File: src/rtl/button_press_classifier.sv
// Synchronises, debounces and classifies one push-button into short/long increment pulses; outputs are registered, pulses land 1 clk after the deciding tick.
// Optional AUTO_REPEAT_EN: repeated inc_long every REPEAT_TICKS while the long press is held.
module button_press_classifier #(
    parameter int DEBOUNCE_TICKS = 20,
    parameter int LONG_TICKS     = 1000,
    parameter int REPEAT_TICKS   = 200,
    parameter int CNT_W          = 11
) (
    input  logic clk,
    input  logic reset,
    input  logic tick,
    input  logic btn_raw,
    output logic pressed,
    output logic inc_short,
    output logic inc_long
);

    if ((2 ** CNT_W) <= LONG_TICKS || (2 ** CNT_W) <= DEBOUNCE_TICKS || (2 ** CNT_W) <= REPEAT_TICKS) begin : g_bad_cnt_w
        $error("CNT_W too narrow for the configured tick thresholds");
    end

    typedef enum logic [2:0] {
        IDLE        = 3'd0,
        DEB_PRESS   = 3'd1,
        HELD        = 3'd2,
        LONG_HELD   = 3'd3,
        DEB_RELEASE = 3'd4
    } state_t;

    localparam logic [CNT_W-1:0] DEB_T  = CNT_W'(DEBOUNCE_TICKS);
    localparam logic [CNT_W-1:0] LONG_T = CNT_W'(LONG_TICKS);
    localparam logic [CNT_W-1:0] ONE    = CNT_W'(1);

    state_t           state_q, state_d;
    logic             sync_q, btn_s;
    logic [CNT_W-1:0] deb_cnt_q, deb_cnt_d;
    logic [CNT_W-1:0] hold_cnt_q, hold_cnt_d;
    logic             long_seen_q, long_seen_d;
    logic             pressed_d, inc_short_d, inc_long_d;
`ifdef AUTO_REPEAT_EN
    localparam logic [CNT_W-1:0] REP_T = CNT_W'(REPEAT_TICKS);
    logic [CNT_W-1:0] rep_cnt_q, rep_cnt_d;
`endif

    always_ff @(posedge clk) begin
        if (reset) begin
            sync_q      <= 1'b0;
            btn_s       <= 1'b0;
            state_q     <= IDLE;
            deb_cnt_q   <= '0;
            hold_cnt_q  <= '0;
            long_seen_q <= 1'b0;
            pressed     <= 1'b0;
            inc_short   <= 1'b0;
            inc_long    <= 1'b0;
`ifdef AUTO_REPEAT_EN
            rep_cnt_q   <= '0;
`endif
        end else begin
            sync_q      <= btn_raw;
            btn_s       <= sync_q;
            state_q     <= state_d;
            deb_cnt_q   <= deb_cnt_d;
            hold_cnt_q  <= hold_cnt_d;
            long_seen_q <= long_seen_d;
            pressed     <= pressed_d;
            inc_short   <= inc_short_d;
            inc_long    <= inc_long_d;
`ifdef AUTO_REPEAT_EN
            rep_cnt_q   <= rep_cnt_d;
`endif
        end
    end

    // The btn_s checks come before the tick checks so that a tick coinciding with a level change is never counted as hold.
    always_comb begin
        state_d     = state_q;
        deb_cnt_d   = deb_cnt_q;
        hold_cnt_d  = hold_cnt_q;
        long_seen_d = long_seen_q;
        pressed_d   = pressed;
        inc_short_d = 1'b0;
        inc_long_d  = 1'b0;
`ifdef AUTO_REPEAT_EN
        rep_cnt_d   = rep_cnt_q;
`endif
        case (state_q)
            IDLE: begin
                if (btn_s) begin
                    state_d   = DEB_PRESS;
                    deb_cnt_d = '0;
                end
            end
            DEB_PRESS: begin
                if (!btn_s) begin
                    state_d = IDLE;
                end else if (tick) begin
                    deb_cnt_d = deb_cnt_q + ONE;
                    if (deb_cnt_q + ONE == DEB_T) begin
                        state_d    = HELD;
                        pressed_d  = 1'b1;
                        hold_cnt_d = '0;
                    end
                end
            end
            HELD: begin
                if (!btn_s) begin
                    state_d   = DEB_RELEASE;
                    deb_cnt_d = '0;
                end else if (tick) begin
                    hold_cnt_d = hold_cnt_q + ONE;
                    if (hold_cnt_q + ONE == LONG_T) begin
                        state_d     = LONG_HELD;
                        inc_long_d  = 1'b1;
                        long_seen_d = 1'b1;
`ifdef AUTO_REPEAT_EN
                        rep_cnt_d   = '0;
`endif
                    end
                end
            end
            LONG_HELD: begin
                if (!btn_s) begin
                    state_d   = DEB_RELEASE;
                    deb_cnt_d = '0;
                end
`ifdef AUTO_REPEAT_EN
                else if (tick) begin
                    if (rep_cnt_q + ONE == REP_T) begin
                        inc_long_d = 1'b1;
                        rep_cnt_d  = '0;
                    end else begin
                        rep_cnt_d  = rep_cnt_q + ONE;
                    end
                end
`endif
            end
            DEB_RELEASE: begin
                if (btn_s) begin
                    state_d = long_seen_q ? LONG_HELD : HELD;
                end else if (tick) begin
                    deb_cnt_d = deb_cnt_q + ONE;
                    if (deb_cnt_q + ONE == DEB_T) begin
                        state_d     = IDLE;
                        pressed_d   = 1'b0;
                        inc_short_d = !long_seen_q;
                        long_seen_d = 1'b0;
                        hold_cnt_d  = '0;
                    end
                end
            end
            default: begin
                state_d = IDLE;
            end
        endcase
    end

endmodule
File: config.mk
export PLATFORM = sky130hd
export DESIGN_NAME = button_press_classifier
export DESIGN_NICKNAME = d
export VERILOG_FILES = /design/src/rtl/button_press_classifier.sv
export SDC_FILE = /design/constraint.sdc
export NUM_CORES = 1
export LEC_CHECK = 0
export BUFFER_PORTS_ARGS = -buffer_cell sky130_fd_sc_hd__buf_2
export CORE_ASPECT_RATIO = 1.25
export CORE_MARGIN = 3
export CORE_UTILIZATION = 25
export CTS_CLUSTER_DIAMETER = 150
export DETAILED_ROUTE_END_ITERATION = 12
export PLACE_DENSITY = 0.4
export SYNTH_ARGS = -nofsm -noshare
export SYNTH_HDL_FRONTEND = slang
export SYNTH_SLANG_ARGS = --single-unit
File: constraint.sdc
create_clock -name clk -period 6.08 [get_ports clk]
set_clock_uncertainty 0.05 [all_clocks]
set_input_delay 0 -clock clk [delete_from_list [all_inputs] [get_ports clk]]
set_output_delay 0 -clock clk [all_outputs]
set_load 0.05 [all_outputs]
==> impl_results.md <==
* Outcome: completed
* Fin crit share at 0.443
* 1st-iter DRT viols at 101
* Port bufs at 6
* Global placer's final weighted congestion at 0.805
* Synth area leaders: dfxtp_1 34%, nor2_1 6.0%, nand3_1 5.5%
* Cells after DPL at around 320
* Post-CTS Setup Inserts at 0
* Pre-CTS setup slack at 3420 ps
* Final WS setup at about 3400 ps
* Critical path arrival at 2860 ps
* Remaining antenna violation count after routing at 0
* Synth warnings at 0
* Min Tclk post-route at 2690 ps
* Share of cells above drive strength 1 at 0.0947
* Synth-to-layout area growth at 12.6%
* Count of final setup violators at 0
* Worst r2r src: deb_cnt_q[0]
* Worst-margin pin slew at 864 ps
* Die W at 82.2 um
* Global-route wire length before repair at 8180 um
* Number of global-route vias before repair at 1673
* Fin cells at between 300 and 400
* Max-Cap Viols at 0
* Clk buf depth at 2
* Num rows at 34
* WL final at between 4000 and 5000 um
* Hold Crit Class: in -> reg
* F_max at 372 MHz
* Synth unique cells at 43
* Die area at 8320 um^2
* Slew margin rel. at 0.418
* Biggest area consumer among synthesized cells: dfxtp_1
* Post-Syn Instances at 240
* Reg clk slew, reported paths at about 80 ps
* Top cell type's share of synthesized area at 0.342
* Setup_tns at 0 ps
* Total Routing Usage GR at 0.128
* Unrepaired setup endpoints after global routing: no
* Worst setup startpoint: deb_cnt_q[0]
* Max Transition Viols Final at 0
* Vias per cell at 5.13
* Pre-antenna DRT Iters at 4
* Post-synth EDFFs at 0
* Async set or reset register ratio after synthesis at 0
* Overflow after GRT at 0
* I/O Pins at 7
* Core area at 7020 um^2
* CTS Buf Count at 5
* Worst Min Path Start: reset
* Clock sink total at 31
* Worst setup SP type: register
* CTS H-tree depth at 2
* CP Capture Type: register
* Post-synth top flop: dfxtp_1
* Antenna Cells at 0
* Initial antenna violation count at 0
* Worst-path maximum fanout at 7
* Endpoints failing hold at 0
* Drt wl/cell at approximately 14 um
* VDD IR max at 0.0000819 V
* Initial Util at 0.258
* Clock latency on the worst-skew pair at 280 ps
* Post-DP HPWL at 3430 um
* Largest net degree at the start of global routing at 27
* Die height at between 100 and 150 um
* Synth Cell Area at 1810 um^2
* Final nets at 248
* Setup Crit Path Kind: reg -> reg
* Worst endpoint required time at ~6300 ps
* TritonCTS clock tree: yes
* Number of synthesized register bits at 31
* Via count at 1707
* Drt drc at 0
* Leak at 0.000664 uW
* Root Driver: clkbuf_8
* Avg Inst Size Synth at between 7 and 8 um^2
* Mapped Nets at ~250
* PD cells at 229 nW/um^2
* Sequential area share after synthesis at 0.342
## layer usage
| layer | part of all wire | track usage | vias to the layer above |
|---|---|---|---|
| li1 | - | - | 888 |
| met1 | 0.44 | 0.147 | 794 |
| met2 | 0.53 | 0.229 | 21 |
| met3 | 0.022 | 0.0231 | 4 |
| met4 | 0.011 | 0.0499 | 0 |
| met5 | 0 | 0 | - |
## timing repair
item,4_1_cts,5_1_grt
hold endpoints to repair,1,0
gates resized for setup,0,0
hold buffers,1,0
## sequential cells by signal (all words and copies together) (netlist names)
signal,count
hold_cnt_q,11
pressed,1
state_q,3
long_seen_q,1
inc_short,1
sync_q,1
deb_cnt_q,11
inc_long,1
btn_s,1
## per-stage QoR
| step | total power [uW] | hold WS (ps) | area [um^2] | utilization |
|---|---|---|---|---|
| 2_1_floorplan | 247 | 78.2 | 1810 | - |
| 3_3_place_gp | 259 | 158 | 1910 | 0.273 |
| 3_5_place_dp | 257 | 169 | 1910 | 0.273 |
| 4_1_cts | 479 | 128 | 2040 | 0.291 |
| 5_1_grt | 491 | 141 | 2040 | 0.291 |
| 6_report | 468 | 135 | 2040 | 0.291 |
## worst paths after layout
kind / end / slack [ps] / depth (start not counted)
worst max-delay path: hold_cnt_q[10] / 3390 / 7
worst min-delay path: sync_q / 130 / 2
worst max register to register: hold_cnt_q[10] / 3390 / 7
worst min register to register: btn_s / 390 / 1
## power breakdown
group / switching [uW] / leakage, uW / internal, uW
registers: 7.75 / 0.000250 / 206
logic: 25.4 / 0.000352 / 13.3
clock network: 82.4 / 0.0000612 / 133
## worst max-delay path, cell delays in order, from the launching register on
cell	delay [ps]
dfxtp_1	430
ha_1	300
nand3_1	140
or4_4	500
a32oi_2	280
a31oi_2	230
or4_1	550
a21oi_1	140
## cell families (layout without fill, tap and decap cells)
kind of cell,after synthesis,after routing,share of synthesized area
buf+inv,16,19,0.0331
mux,1,1,0.00552
compound gates,65,65,0.236
xor+xnor,8,8,0.0386
flops,31,31,0.342
fa+ha+maj,2,2,0.0138
simple gates,117,117,0.331
## cells in the mapped netlist, types with 2 or more instances
master / instances
a21oi_1: 18
nand2b_1: 2
nor2b_1: 5
xnor2_1: 2
nor2_1: 29
dfxtp_1: 31
a211oi_1: 3
a311oi_1: 5
a41oi_1: 5
nor3_1: 8
or4_1: 2
or3_1: 3
nor3b_1: 3
a31oi_1: 4
nand4_1: 3
clkbuf_1: 13
ha_1: 2
a21o_1: 3
inv_1: 3
nand3_1: 20
nand2_1: 23
and3_1: 7
nand3b_1: 5
xor2_1: 6
o21ai_0: 17
## layout by cell type (no fill, tap or decap), types with 4 or more instances in the layout
master	n
nor2b_1	5
o21ai_0	17
nor2_1	29
nand3b_1	5
a21oi_1	18
nand3_1	20
xor2_1	6
and3_1	7
a311oi_1	5
nand2_1	23
dfxtp_1	31
a41oi_1	5
a31oi_1	4
clkbuf_8	6
buf_2	6
nor3_1	8
## cell type report
cell class	count	area (um^2)
Multi-Input combinational cell	193	1130
Fill cell	778	4980
Sequential cell	31	621
Clock buffer	6	82.6
Clock inverter	2	35.0
Tap cell	90	113
Inverter	3	11.3
Timing Repair Buffer	8	47.5
Power figures use the tool's default switching activity.
